**config.mk**
```make
export PLATFORM = sky130hd
export DESIGN_NAME = laser_point_feeder
export DESIGN_NICKNAME = d
export VERILOG_FILES = /design/src/rtl/laser_point_feeder.sv
export SDC_FILE = /design/constraint.sdc
export NUM_CORES = 1
export LEC_CHECK = 0
export BUFFER_PORTS_ARGS = -buffer_cell sky130_fd_sc_hd__buf_4
export CORE_UTILIZATION = 50
export CTS_BUF_LIST = sky130_fd_sc_hd__clkbuf_16
export DETAILED_ROUTE_END_ITERATION = 16
export PLACE_DENSITY = 0.67
export SLEW_MARGIN = 10
export SYNTH_ARGS = -nofsm -noshare
export SYNTH_HDL_FRONTEND = slang
export SYNTH_SLANG_ARGS = --single-unit
```
**constraint.sdc**
```tcl
create_clock -name CLK -period 2.63 [get_ports CLK]
set_input_delay 0.1315 -clock CLK [delete_from_list [all_inputs] [get_ports CLK]]
set_output_delay 0.1315 -clock CLK [all_outputs]
set_load 0.005 [all_outputs]
```
**src/rtl/laser_point_feeder.sv**
```systemverilog
// Feeds a host-loaded point set to the LASER core and captures its centre results.
// Define COVER_SCORE_EN to add the post-run covered-point scoring pass; otherwise SCORE is 0.
module laser_point_feeder #(
  parameter int NUM_PTS = 40,
  parameter int COORD_W = 4,
  parameter int TIMEOUT = 1023
) (
  input  logic               CLK,
  input  logic               RST,
  input  logic               WR_EN,
  input  logic [5:0]         WR_ADDR,
  input  logic [COORD_W-1:0] WR_X,
  input  logic [COORD_W-1:0] WR_Y,
  input  logic               START,
  output logic               BUSY,
  output logic               LASER_RST,
  output logic [COORD_W-1:0] X,
  output logic [COORD_W-1:0] Y,
  input  logic [COORD_W-1:0] C1X,
  input  logic [COORD_W-1:0] C1Y,
  input  logic [COORD_W-1:0] C2X,
  input  logic [COORD_W-1:0] C2Y,
  input  logic               DONE,
  output logic [COORD_W-1:0] RES_C1X,
  output logic [COORD_W-1:0] RES_C1Y,
  output logic [COORD_W-1:0] RES_C2X,
  output logic [COORD_W-1:0] RES_C2Y,
  output logic               RES_VALID,
  output logic               TIMEOUT_ERR,
  output logic [5:0]         SCORE
);

  localparam int               CNT_W     = 10;
  localparam logic [5:0]       NUM_PTS_A = 6'(NUM_PTS);
  localparam logic [5:0]       LAST_IDX  = 6'(NUM_PTS - 1);
  localparam logic [CNT_W-1:0] TIMEOUT_C = CNT_W'(TIMEOUT);

  typedef enum logic [2:0] {
    S_IDLE,
    S_PULSE,
    S_STREAM,
    S_WAIT_DONE,
    S_REPORT
`ifdef COVER_SCORE_EN
    , S_SCORE
`endif
  } state_t;

  state_t             state_reg, state_next;
  logic [5:0]         idx_reg, idx_next;
  logic [CNT_W-1:0]   cnt_reg, cnt_next;
  logic [COORD_W-1:0] x_reg, x_next, y_reg, y_next;
  logic               laser_rst_reg, laser_rst_next;
  logic [COORD_W-1:0] res_c1x_reg, res_c1x_next, res_c1y_reg, res_c1y_next;
  logic [COORD_W-1:0] res_c2x_reg, res_c2x_next, res_c2y_reg, res_c2y_next;
  logic               timeout_err_reg, timeout_err_next;

  logic [NUM_PTS-1:0][COORD_W-1:0] mem_x, mem_y;
  logic                            mem_we;

  // The point set is frozen for the whole frame: writes land only in IDLE.
  assign mem_we = (state_reg == S_IDLE) && WR_EN && (WR_ADDR < NUM_PTS_A);

  genvar gi;
  generate
    for (gi = 0; gi < NUM_PTS; gi++) begin : g_pt
      logic [COORD_W-1:0] pt_x_reg, pt_y_reg;
      always_ff @(posedge CLK) begin
        if (RST) begin
          pt_x_reg <= '0;
          pt_y_reg <= '0;
        end else if (mem_we && (WR_ADDR == 6'(gi))) begin
          pt_x_reg <= WR_X;
          pt_y_reg <= WR_Y;
        end
      end
      assign mem_x[gi] = pt_x_reg;
      assign mem_y[gi] = pt_y_reg;
    end
  endgenerate

`ifdef COVER_SCORE_EN
  localparam int                     SQ_W      = 2 * COORD_W + 3;
  localparam logic signed [SQ_W-1:0] RADIUS    = SQ_W'(4);
  localparam logic signed [SQ_W-1:0] RADIUS_SQ = SQ_W'(16);

  logic [5:0] acc_reg, acc_next, score_reg, score_next;
  logic       hit;

  function automatic logic in_circle(input logic [COORD_W-1:0] px, py, cx, cy);
    logic signed [SQ_W-1:0] dx, dy;
    dx = SQ_W'(px) - SQ_W'(cx);
    dy = SQ_W'(py) - SQ_W'(cy);
    return (dx >= -RADIUS) && (dx <= RADIUS) && (dy >= -RADIUS) && (dy <= RADIUS) &&
           ((dx * dx + dy * dy) <= RADIUS_SQ);
  endfunction

  assign hit = in_circle(mem_x[idx_reg], mem_y[idx_reg], res_c1x_reg, res_c1y_reg) ||
               in_circle(mem_x[idx_reg], mem_y[idx_reg], res_c2x_reg, res_c2y_reg);
  assign SCORE = score_reg;
`else
  assign SCORE = '0;
`endif

  always_comb begin
    state_next       = state_reg;
    idx_next         = idx_reg;
    cnt_next         = cnt_reg;
    x_next           = '0;
    y_next           = '0;
    laser_rst_next   = 1'b0;
    res_c1x_next     = res_c1x_reg;
    res_c1y_next     = res_c1y_reg;
    res_c2x_next     = res_c2x_reg;
    res_c2y_next     = res_c2y_reg;
    timeout_err_next = timeout_err_reg;
`ifdef COVER_SCORE_EN
    acc_next         = acc_reg;
    score_next       = score_reg;
`endif
    case (state_reg)
      S_IDLE: begin
        if (START) begin
          state_next       = S_PULSE;
          laser_rst_next   = 1'b1;
          timeout_err_next = 1'b0;
        end
      end
      S_PULSE: begin
        // X/Y are registered, so the first point is fetched one cycle ahead.
        state_next = S_STREAM;
        idx_next   = '0;
        x_next     = mem_x[0];
        y_next     = mem_y[0];
      end
      S_STREAM: begin
        if (idx_reg == LAST_IDX) begin
          state_next = S_WAIT_DONE;
          cnt_next   = '0;
        end else begin
          idx_next = idx_reg + 6'd1;
          x_next   = mem_x[idx_next];
          y_next   = mem_y[idx_next];
        end
      end
      S_WAIT_DONE: begin
        cnt_next = cnt_reg + CNT_W'(1);
        if (DONE) begin
          res_c1x_next = C1X;
          res_c1y_next = C1Y;
          res_c2x_next = C2X;
          res_c2y_next = C2Y;
`ifdef COVER_SCORE_EN
          state_next   = S_SCORE;
          idx_next     = '0;
          acc_next     = '0;
`else
          state_next   = S_REPORT;
`endif
        end else if (cnt_next == TIMEOUT_C) begin
          state_next       = S_REPORT;
          timeout_err_next = 1'b1;
          res_c1x_next     = '0;
          res_c1y_next     = '0;
          res_c2x_next     = '0;
          res_c2y_next     = '0;
`ifdef COVER_SCORE_EN
          score_next       = '0;
`endif
        end
      end
`ifdef COVER_SCORE_EN
      S_SCORE: begin
        acc_next = acc_reg + 6'(hit);
        if (idx_reg == LAST_IDX) begin
          score_next = acc_next;
          state_next = S_REPORT;
        end else begin
          idx_next = idx_reg + 6'd1;
        end
      end
`endif
      S_REPORT: state_next = S_IDLE;
      default:  state_next = S_IDLE;
    endcase
  end

  always_ff @(posedge CLK) begin
    if (RST) begin
      state_reg       <= S_IDLE;
      idx_reg         <= '0;
      cnt_reg         <= '0;
      x_reg           <= '0;
      y_reg           <= '0;
      laser_rst_reg   <= 1'b1;
      res_c1x_reg     <= '0;
      res_c1y_reg     <= '0;
      res_c2x_reg     <= '0;
      res_c2y_reg     <= '0;
      timeout_err_reg <= 1'b0;
`ifdef COVER_SCORE_EN
      acc_reg         <= '0;
      score_reg       <= '0;
`endif
    end else begin
      state_reg       <= state_next;
      idx_reg         <= idx_next;
      cnt_reg         <= cnt_next;
      x_reg           <= x_next;
      y_reg           <= y_next;
      laser_rst_reg   <= laser_rst_next;
      res_c1x_reg     <= res_c1x_next;
      res_c1y_reg     <= res_c1y_next;
      res_c2x_reg     <= res_c2x_next;
      res_c2y_reg     <= res_c2y_next;
      timeout_err_reg <= timeout_err_next;
`ifdef COVER_SCORE_EN
      acc_reg         <= acc_next;
      score_reg       <= score_next;
`endif
    end
  end

  assign BUSY        = (state_reg != S_IDLE);
  assign RES_VALID   = (state_reg == S_REPORT);
  assign LASER_RST   = laser_rst_reg;
  assign X           = x_reg;
  assign Y           = y_reg;
  assign RES_C1X     = res_c1x_reg;
  assign RES_C1Y     = res_c1y_reg;
  assign RES_C2X     = res_c2x_reg;
  assign RES_C2Y     = res_c2y_reg;
  assign TIMEOUT_ERR = timeout_err_reg;

endmodule
```
======== Yosys cells after proc, flatten, opt, wreduce, memory -nomap -nowiden ========
Cells that the tools add are included.
cells by class
  add/sub/neg operators ................... 2
  $mul .................................... 0
  divide/modulo/power cells ............... 0
  order comparisons ....................... 2
  equality and inequality tests ........... 51
  shift operators ......................... 0
  multiplexer cells ....................... 28
  bitwise logic cells ..................... 0
  reduce and logical (&&, ||, !) cells .... 54
operators by type and width
  cell                   number
  $eq 6x5->1 const B     16
  $eq 6x6->1 const B     9
  $bmux 4 s6             2
  $eq 6x4->1 const B     8
  $logic_and 1x1->1      42
  $mux 4                 9
  $eq 6x3->1 const B     4
  $pmux 10 s2            1
  $pmux 4 s2             2
  $eq 6x2->1 const B     2
  $mux 3                 4
  $pmux 3 s4             1
  $pmux 6 s2             1
  $add 10x1->10 const B  1
  $eq 10x10->1 const B   1
  $mux 10                1
  $ne 2x2->1 const B     5
  $reduce_bool 2->1      4
  $lt 6x7->1 const B     1
  $add 6x1->6 const B    1
  $eq 3x2->1 const B     2
  $eq 6x1->1 const B     1
  $logic_not 6->1        1
  $lt 6x6->1 const B     1
  other kinds (11)       17
storage, ports and cells
  register bits ........................... 365
  latch bits .............................. 0
  bits in writable memories ............... 0
  bits in read-only memories .............. 0
  bits of input ports ..................... 35
  output and inout port bits .............. 34
  word-level logic and storage cells ...... 228
  memories kept ........................... 0

======== Depth between registers and ports, before layout ========
Gate-level depths: netlist of the first run.
  word-level depth ........................ 5
  depth in mapped cells ................... 9
  gate-level depth less buffers ........... 6

======== Worst setup path after synthesis of the first run ========
Ideal clock, no wire load.
  kind .................................... reg-to-reg
  start ................................... register state_reg[2]
  end ..................................... register g_pt[20].pt_x_reg[0]
  setup time .............................. 0.128 ns
  arrival time ............................ 2.286 ns
  data required time ...................... 2.502 ns
  slack ................................... 0.216 ns
  cell stages (with the launch flop) ...... 9
  buffers on the path ..................... 3
  period minus slack after synthesis ...... 2.414 ns
  cell sequence ........................... dfxtp_1 > or4b_1 > clkbuf_1 > or4_1 > buf_2 > or3_1 > buf_4 > mux2i_1 > nor2_1
between the ends
  word-level cells in the longest chain between the ends .. 4
RTL lines
  element                          line  source
  start, declared                  49    state_t state_reg, state_next;
  start signal, assigned           206   state_reg <= state_next;
  $logic_not 3->1                  62    assign mem_we = (state_reg == S_IDLE) && WR_EN && (WR_ADDR < NUM_PTS_A);
  $logic_and 1x1->1 (2 in series)  62
  $logic_and 1x1->1                72    end else if (mem_we && (WR_ADDR == 6'(gi))) begin
  end signal, assigned             70    pt_x_reg <= '0;
  end signal, assigned             73    pt_x_reg <= WR_X;
  end, declared                    67    logic [COORD_W-1:0] pt_x_reg, pt_y_reg;
Every way passes these cells.
A chain may end at the register's enable or synchronous reset.

======== Worst setup path after layout of the first run ========
  start ................................... register idx_reg[1]
  end ..................................... register y_reg[3], in the netlist Y[3]
between the ends
  word-level cells in the longest chain between the ends .. 5
  elaborated cells between the ends (all ways) .. 6
  those cells by class .................... add/sub: 1; eq/ne: 1; mux: 4
RTL lines
  element                       line  source
  start, declared               50    logic [5:0] idx_reg, idx_next;
  start signal, assigned        207   idx_reg <= idx_next;
  $add 6x1->6                   141   idx_next = idx_reg + 6'd1;
  $bmux 4 s6                    143   y_next = mem_y[idx_next];
  $mux 4 (implied by the code)  143
  $mux 4 *                      137   if (idx_reg == LAST_IDX) begin
  $pmux 4 s2 *                  121   case (state_reg)
  end signal, assigned          210   y_reg <= y_next;
  end, declared                 52    logic [COORD_W-1:0] x_reg, x_next, y_reg, y_next;
Every way passes the cells marked *; elsewhere a longest branch is shown, timed or not. The select of a mux whose other input is x is not followed.

==> results of run 1 <==
==> metrics by stage <==
stage	power, uW	worst slack [ps]	instances	utilization (%)	hold WS [ps]
2_1_floorplan	6400	216	1945	-	285
3_3_place_gp	6800	242	2341	54.0	439
3_5_place_dp	6810	161	2341	54.0	447
4_1_cts	12000	128	2427	58.2	20.1
5_1_grt	12300	5.07	2427	58.2	47.6
6_report	11900	133	2427	58.2	41.8
==> power groups by stage <==
stage	Clock (uW)	Sequential, uW	Combinational, uW
2_1_floorplan	0	5710	696
3_3_place_gp	0	5710	1080
3_5_place_dp	0	5710	1100
4_1_cts	5280	5590	1120
5_1_grt	5530	5590	1210
6_report	5200	5590	1140
==> cells in the final DEF (no fill, tap or decap), types with 11 or more instances in the layout <==
master,instances
a211oi_1,20
a21oi_1,244
a31oi_1,15
a32oi_1,33
and3_1,11
buf_4,127
clkbuf_16,41
dfxtp_1,364
dlygate4sd3_1,17
inv_1,18
mux2i_1,153
mux4_2,48
nand2_1,332
nand3_1,119
nor2_1,183
o21ai_0,105
==> Yosys cell counts (3+ instances only) <==
cell	count
nand3b_1	4
mux2i_1	153
buf_1	7
a211oi_1	20
nor2b_1	8
and4_1	3
a32oi_1	33
buf_2	8
nand4b_1	4
and2_1	7
o41ai_1	8
nand2_1	332
buf_4	8
xnor2_1	4
a311oi_1	8
nand3_1	119
dfxtp_1	365
nand3_2	3
o21ai_0	105
clkbuf_1	160
a32o_1	3
mux4_2	48
ha_1	3
nor4_1	9
or3_1	7
a31oi_1	15
nor2_1	184
and3_1	11
nand4_1	3
nand2b_1	8
inv_1	8
a21oi_1	244
==> worst max-delay path, stage by stage, from the launching register on <==
cell,delay [ps]
dfxtp_1,410
ha_2,330
buf_4,200
nand2_1,150
o311ai_1,540
nor2_1,280
a32oi_1,350
o41ai_1,120
==> metal layers <==
metal  global-route usage, %  vias to the layer above  routed length (um)
met3                    4.54                       77                3470
li1                        -                     6868                   -
met4                    8.53                        0                1130
met2                    45.7                      531               22500
met5                       0                        -                   0
met1                    39.1                     7014               20900
==> cells by family (layout without fill, tap and decap cells) <==
kind of cell / count (synthesis) / in the layout / synth area share [%]
multiplexers: 201 / 201 / 15.8
AO/OA/AOI/OAI: 453 / 453 / 15.6
flip-flops: 365 / 365 / 44.2
XOR/XNOR: 6 / 6 / 0.318
other: 1 / 6 / 0.0227
adder cells (fa/ha/maj): 3 / 3 / 0.227
AND/OR/NAND/NOR: 720 / 720 / 19.2
buffers and inverters: 191 / 231 / 4.58
==> path summary, 6_finish.rpt <==
check	from	end	slack, ps	cells after the start
min	DONE	RES_C2X[2]	40	3
max	idx_reg[1]	Y[3]	130	7
min reg2reg	g_pt[33].pt_y_reg[1]	g_pt[33].pt_y_reg[1]	450	2
max reg2reg	idx_reg[1]	Y[3]	130	7
==> cell type report <==
cell class | instances | area (um^2)
inverter | 8 | 30.0
multi-input combinational | 1389 | 8550
tap | 442 | 553
timing repair buffer | 154 | 1320
fill | 2934 | 13600
clock buffer | 41 | 1030
clock inverter | 28 | 165
sequential | 365 | 7310
==> timing repair <==
item	CTS	global route
hold buffers	17	0
endpoints found under the hold margin	17	0
resized for setup	0	1
setup endpoints to repair	0	2
==> summary.txt, run 1 <==
Status
  – Status: complete, no violations

Power
  – Logic pwr share: a little under a tenth
  – Clock power share: 43.6%
  – Sw Share: about 25%
  – Worst vdd ir: ~0.52 mV
  – Pwr Density: 630 nW/um^2
  – P_sw: between 2000 and 3000 uW
  – Flop pwr share: a little under half
  – Internal: just under 9000 uW
  – Pleak: 0.00707 uW

Floorplanning
  – Rows: 66
  – Die area: about 34000 um^2
  – Chip Width: around 180 um
  – Core area: 32500 um^2
  – Starting Density: 50.8%
  – Chip height: around 180 um
  – Ports: approximately 70

Place
  – Routability Congestion: approximately 0.98
  – Placed cell areas: 17600 um^2
  – Port Buffer Count: 62
  – HPWL Detailed: 30300 um

Synth
  – Area leader, netlist: dfxtp_1
  – Yosys reg bits: approximately 370
  – Mapped Area: ~17000 um^2
  – Synth top area cells: dfxtp_1, mux2i_1, nand2_1
  – Cells after Synth: a little under 2000
  – Post-synth top flop: dfxtp_1
  – Ys async rst share: 0%
  – Seq/Total Area, Yosys: roughly 44%
  – Yosys top cell area share: 44.2%
  – Avg Cell Area, Syn: about 8.5 um^2
  – Syn. warnings: 0
  – Netlist cell types: between 50 and 60
  – Post-synth EDFFs: 0

Global routing
  – GR Overflow Total: 0
  – Global-route wire length before repair: between 70000 and 80000 um
  – GRT Total Usage: between 20% and 30%
  – Vias in the first global route: ~13000
  – Initial antenna violation count: 0
  – Largest net degree at the start of global routing: 110

Clock network
  – Cell at the root of the clock tree: clkbuf_16
  – CTS Sinks: 365
  – CTS clk-pin slew, worst paths: 60 ps
  – CTS max path bufs: 3
  – CTS tree: built
  – TritonCTS Buffers: 40
  – Clock Latency Late Sink: between 500 and 600 ps
  – Post CTS Setup Buffer Count: 0
  – Htree depth: 2

STA
  – Clk_skew: around 12 ps
  – Setup Viol. Count Final: 0
  – Final Hold Fails: 0
  – Max Slew Vio Count: 0
  – Min Tclk post-route: 2500 ps
  – Worst-Margin Slew: 731 ps
  – Fin Setup TNS: 0 ps
  – Final critical-path share of the clock period: between 90% and 100%
  – RSZ-0062 raised after global routing: false
  – Fmax: approximately 0.4 GHz
  – Rel. slew slack: just over 50%

Final layout
  – Area grow syn2layout: 14.7%
  – Post-route design area: between 15000 and 20000 um^2
  – Layout cells sized above 1: between 10% and 20%
  – Nets: ~2000
  – Number of diodes: 0

Worst setup path
  – Crit path launch type: flop
  – Crit path capture type: flop
  – Crit path DAT: 2900 ps
  – Req. time, crit path: between 3000 and 4000 ps
  – CP Class: flop to flop
  – CP max FO: 9

Route
  – DRC Markers: 0
  – Antenna-violating nets left: 0
  – DR iter-0 viols: about 1700
  – DRT Wirelength: 48100 um
  – Post-DR wirelength/cell: between 15 and 20 um
  – DRT Pass-1 Iters: 5
  – Via count: ~14000
  – Number of vias per cell: between 5 and 6

Min path
  – Hold crit path type: input pin to flop

Run
  – Max_cap viols: 0
Power figures use the tool's default switching activity.
==> run 2: changes to the inputs <==
Settings changed: REMOVE_ABC_BUFFERS set to 1.
Clock period 2.63 ns to 3.1 ns, I/O delays scaled along.
==> run 2 against run 1 <==
- clock skew grew 6.6 ps
- sequential cell count is the same
- critical endpoint unchanged
- cell count shrank 0.91%
- hold slack lost 24 ps
- first-iteration DRC count shrank 14%
- highest routed layer unchanged
==> summary.txt, run 2 (synthesis gave the netlist of run 1 again) <==
Status
  – Status: complete, no violations

Power
  – Worst vdd ir: 0.338 mV
  – Pleak: approximately 0.0070 uW
  – Pwr Density: around 550 nW/um^2
  – Total power: approximately 10000 uW

Route
  – Antenna-violating nets left: 0
  – DRC Markers: 0
  – DR iter-0 viols: ~1400
  – DRT Wirelength: 47800 um
  – Post-DR wirelength/cell: 19.9 um
  – Via count: between 10000 and 15000
  – Number of vias per cell: roughly 6
  – DRT Pass-1 Iters: 5

Floorplanning
  – Ports: just under 70
  – Chip Width: 184 um
  – Starting Density: 50.8%
  – Core area: approximately 33000 um^2
  – Chip height: about 180 um
  – Rows: 66
  – Die area: ~34000 um^2

Worst setup path
  – FF-to-FF path depth: 8
  – Req. time, crit path: about 3600 ps
  – Reg2reg start: idx_reg[0]
  – Crit path DAT: 3460 ps
  – CP max FO: 23
  – Crit path capture type: flop
  – CP Class: flop to flop
  – Crit path launch type: flop
  – Flop2flop setup slack: about 130 ps
  – Reg2reg end: Y[3]

Global routing
  – Largest net degree at the start of global routing: 190
  – GRT Total Usage: 28.1%
  – GR Overflow Total: 0
  – Vias in the first global route: ~13000
  – Initial antenna violation count: 0
  – Global-route wire length before repair: around 75000 um

Final layout
  – Filler instances: roughly 3000
  – Commonest non-fill, non-tap cell in the layout: dfxtp_1
  – Finished Layout Cells: between 2000 and 2500
  – Most frequent cells in the layout: dfxtp_1, nand2_1, a21oi_1, nor2_1, mux2i_1
  – Number of diodes: 0
  – Area grow syn2layout: 13.7%
  – Nets: 1974
  – Layout cells sized above 1: between 10% and 20%

Clock network
  – Post CTS Setup Buffer Count: 0
  – TritonCTS Buffers: 40
  – Clock Latency Late Sink: around 540 ps
  – Htree depth: 2
  – CTS clk-pin slew, worst paths: ~60 ps
  – CTS tree: built
  – CTS Sinks: between 300 and 400
  – CTS max path bufs: 3
  – Cell at the root of the clock tree: clkbuf_16

STA
  – Clk_skew: 18.9 ps
  – Setup Viol. Count Final: 0
  – Worst-Margin Slew: roughly 970 ps
  – Final Hold Fails: 0
  – Min Tclk post-route: between 2000 and 3000 ps
  – RSZ-0062 raised after global routing: false
  – Max Slew Vio Count: 0
  – Fmax: between 0.3 and 0.4 GHz
  – Rel. slew slack: between 30% and 40%
  – Worst hold margin: ~18 ps
  – Final critical-path share of the clock period: 95.8%

Min path
  – Hold EP: g_pt[20].pt_y_reg[3]
  – Hold Startpoint: RST
  – Hold crit path type: input pin to flop
  – Hold path depth: 2

Place
  – Placed cells: 2319
  – HPWL Detailed: slightly below 30000 um
  – Routability Congestion: 0.890
  – Port Buffer Count: 62

Run
  – Max_cap viols: 0
[run 2: changes by cell type in the layout (fill, tap and decap cells not counted), moves of 2 or more]
cell	delta
buf_4	-18
clkinv_1	-6
buf_12	-4
inv_1	+2
[run 2: worst max path at each step]
stage / from / endpoint / slack [ps] / depth (start not counted)
floorplan: idx_reg[0] / X[0] / -4120 / 6
detailed placement: state_reg[2] / g_pt[20].pt_x_reg[3] / 260 / 5
global route: idx_reg[2] / Y[3] / 80 / 6
finish: idx_reg[0] / Y[3] / 130 / 8
CTS: state_reg[2] / g_pt[22].pt_x_reg[1] / 230 / 6
global placement: idx_reg[0] / Y[3] / 300 / 8
[run 2: metrics by stage]
| step | util [%] | setup TNS [ps] | setup WS (ps) | cell area [um^2] |
|---|---|---|---|---|
| after floorplan | - | -48200 | -4120 | 15800 |
| after global placement | 53.4 | 0 | 302 | 17400 |
| after detailed placement | 53.4 | 0 | 263 | 17400 |
| after CTS | 57.7 | 0 | 229 | 18800 |
| after global routing | 57.7 | 0 | 76.1 | 18800 |
| final | 57.7 | 0 | 129 | 18800 |
[run 2: power by group]
part           leakage, uW  internal (uW)  switching, uW
registers          0.00294           4720           30.8
clock network     0.000664           2680           1880
logic              0.00338            310            648
total              0.00699           7720           2560
[run 2: critical path, stage by stage, from the launching register on]
cell and delay (ps):
dfxtp_4 400, ha_2 590, buf_12 250, mux4_2 210
nor2_1 60, nor4_1 590, a311oi_1 120, o41ai_1 480
buf_4 200
[run 2: cell type report]
class,count,area (um^2),area share [%]
clock buffers,42,1050,5.60
clock inverters,27,201,1.07
inverters,8,30.0,0.160
multi-input cells,1389,8530,45.4
flip-flops and latches,365,7310,38.9
well taps,442,553,2.94
repair buffers,132,1100,5.87
[run 2: routing by layer]
metal  routed length, um  global-route usage (%)
met3                3210                    4.04
met2               22200                    45.6
met4                1240                    8.07
met5                   0                       0
met1               21200                    38.8
[run 2: repair_timing]
item,4_1_cts,5_1_grt
hold buffers,17,0
gates resized for setup,0,0
endpoints found under the hold margin,17,0
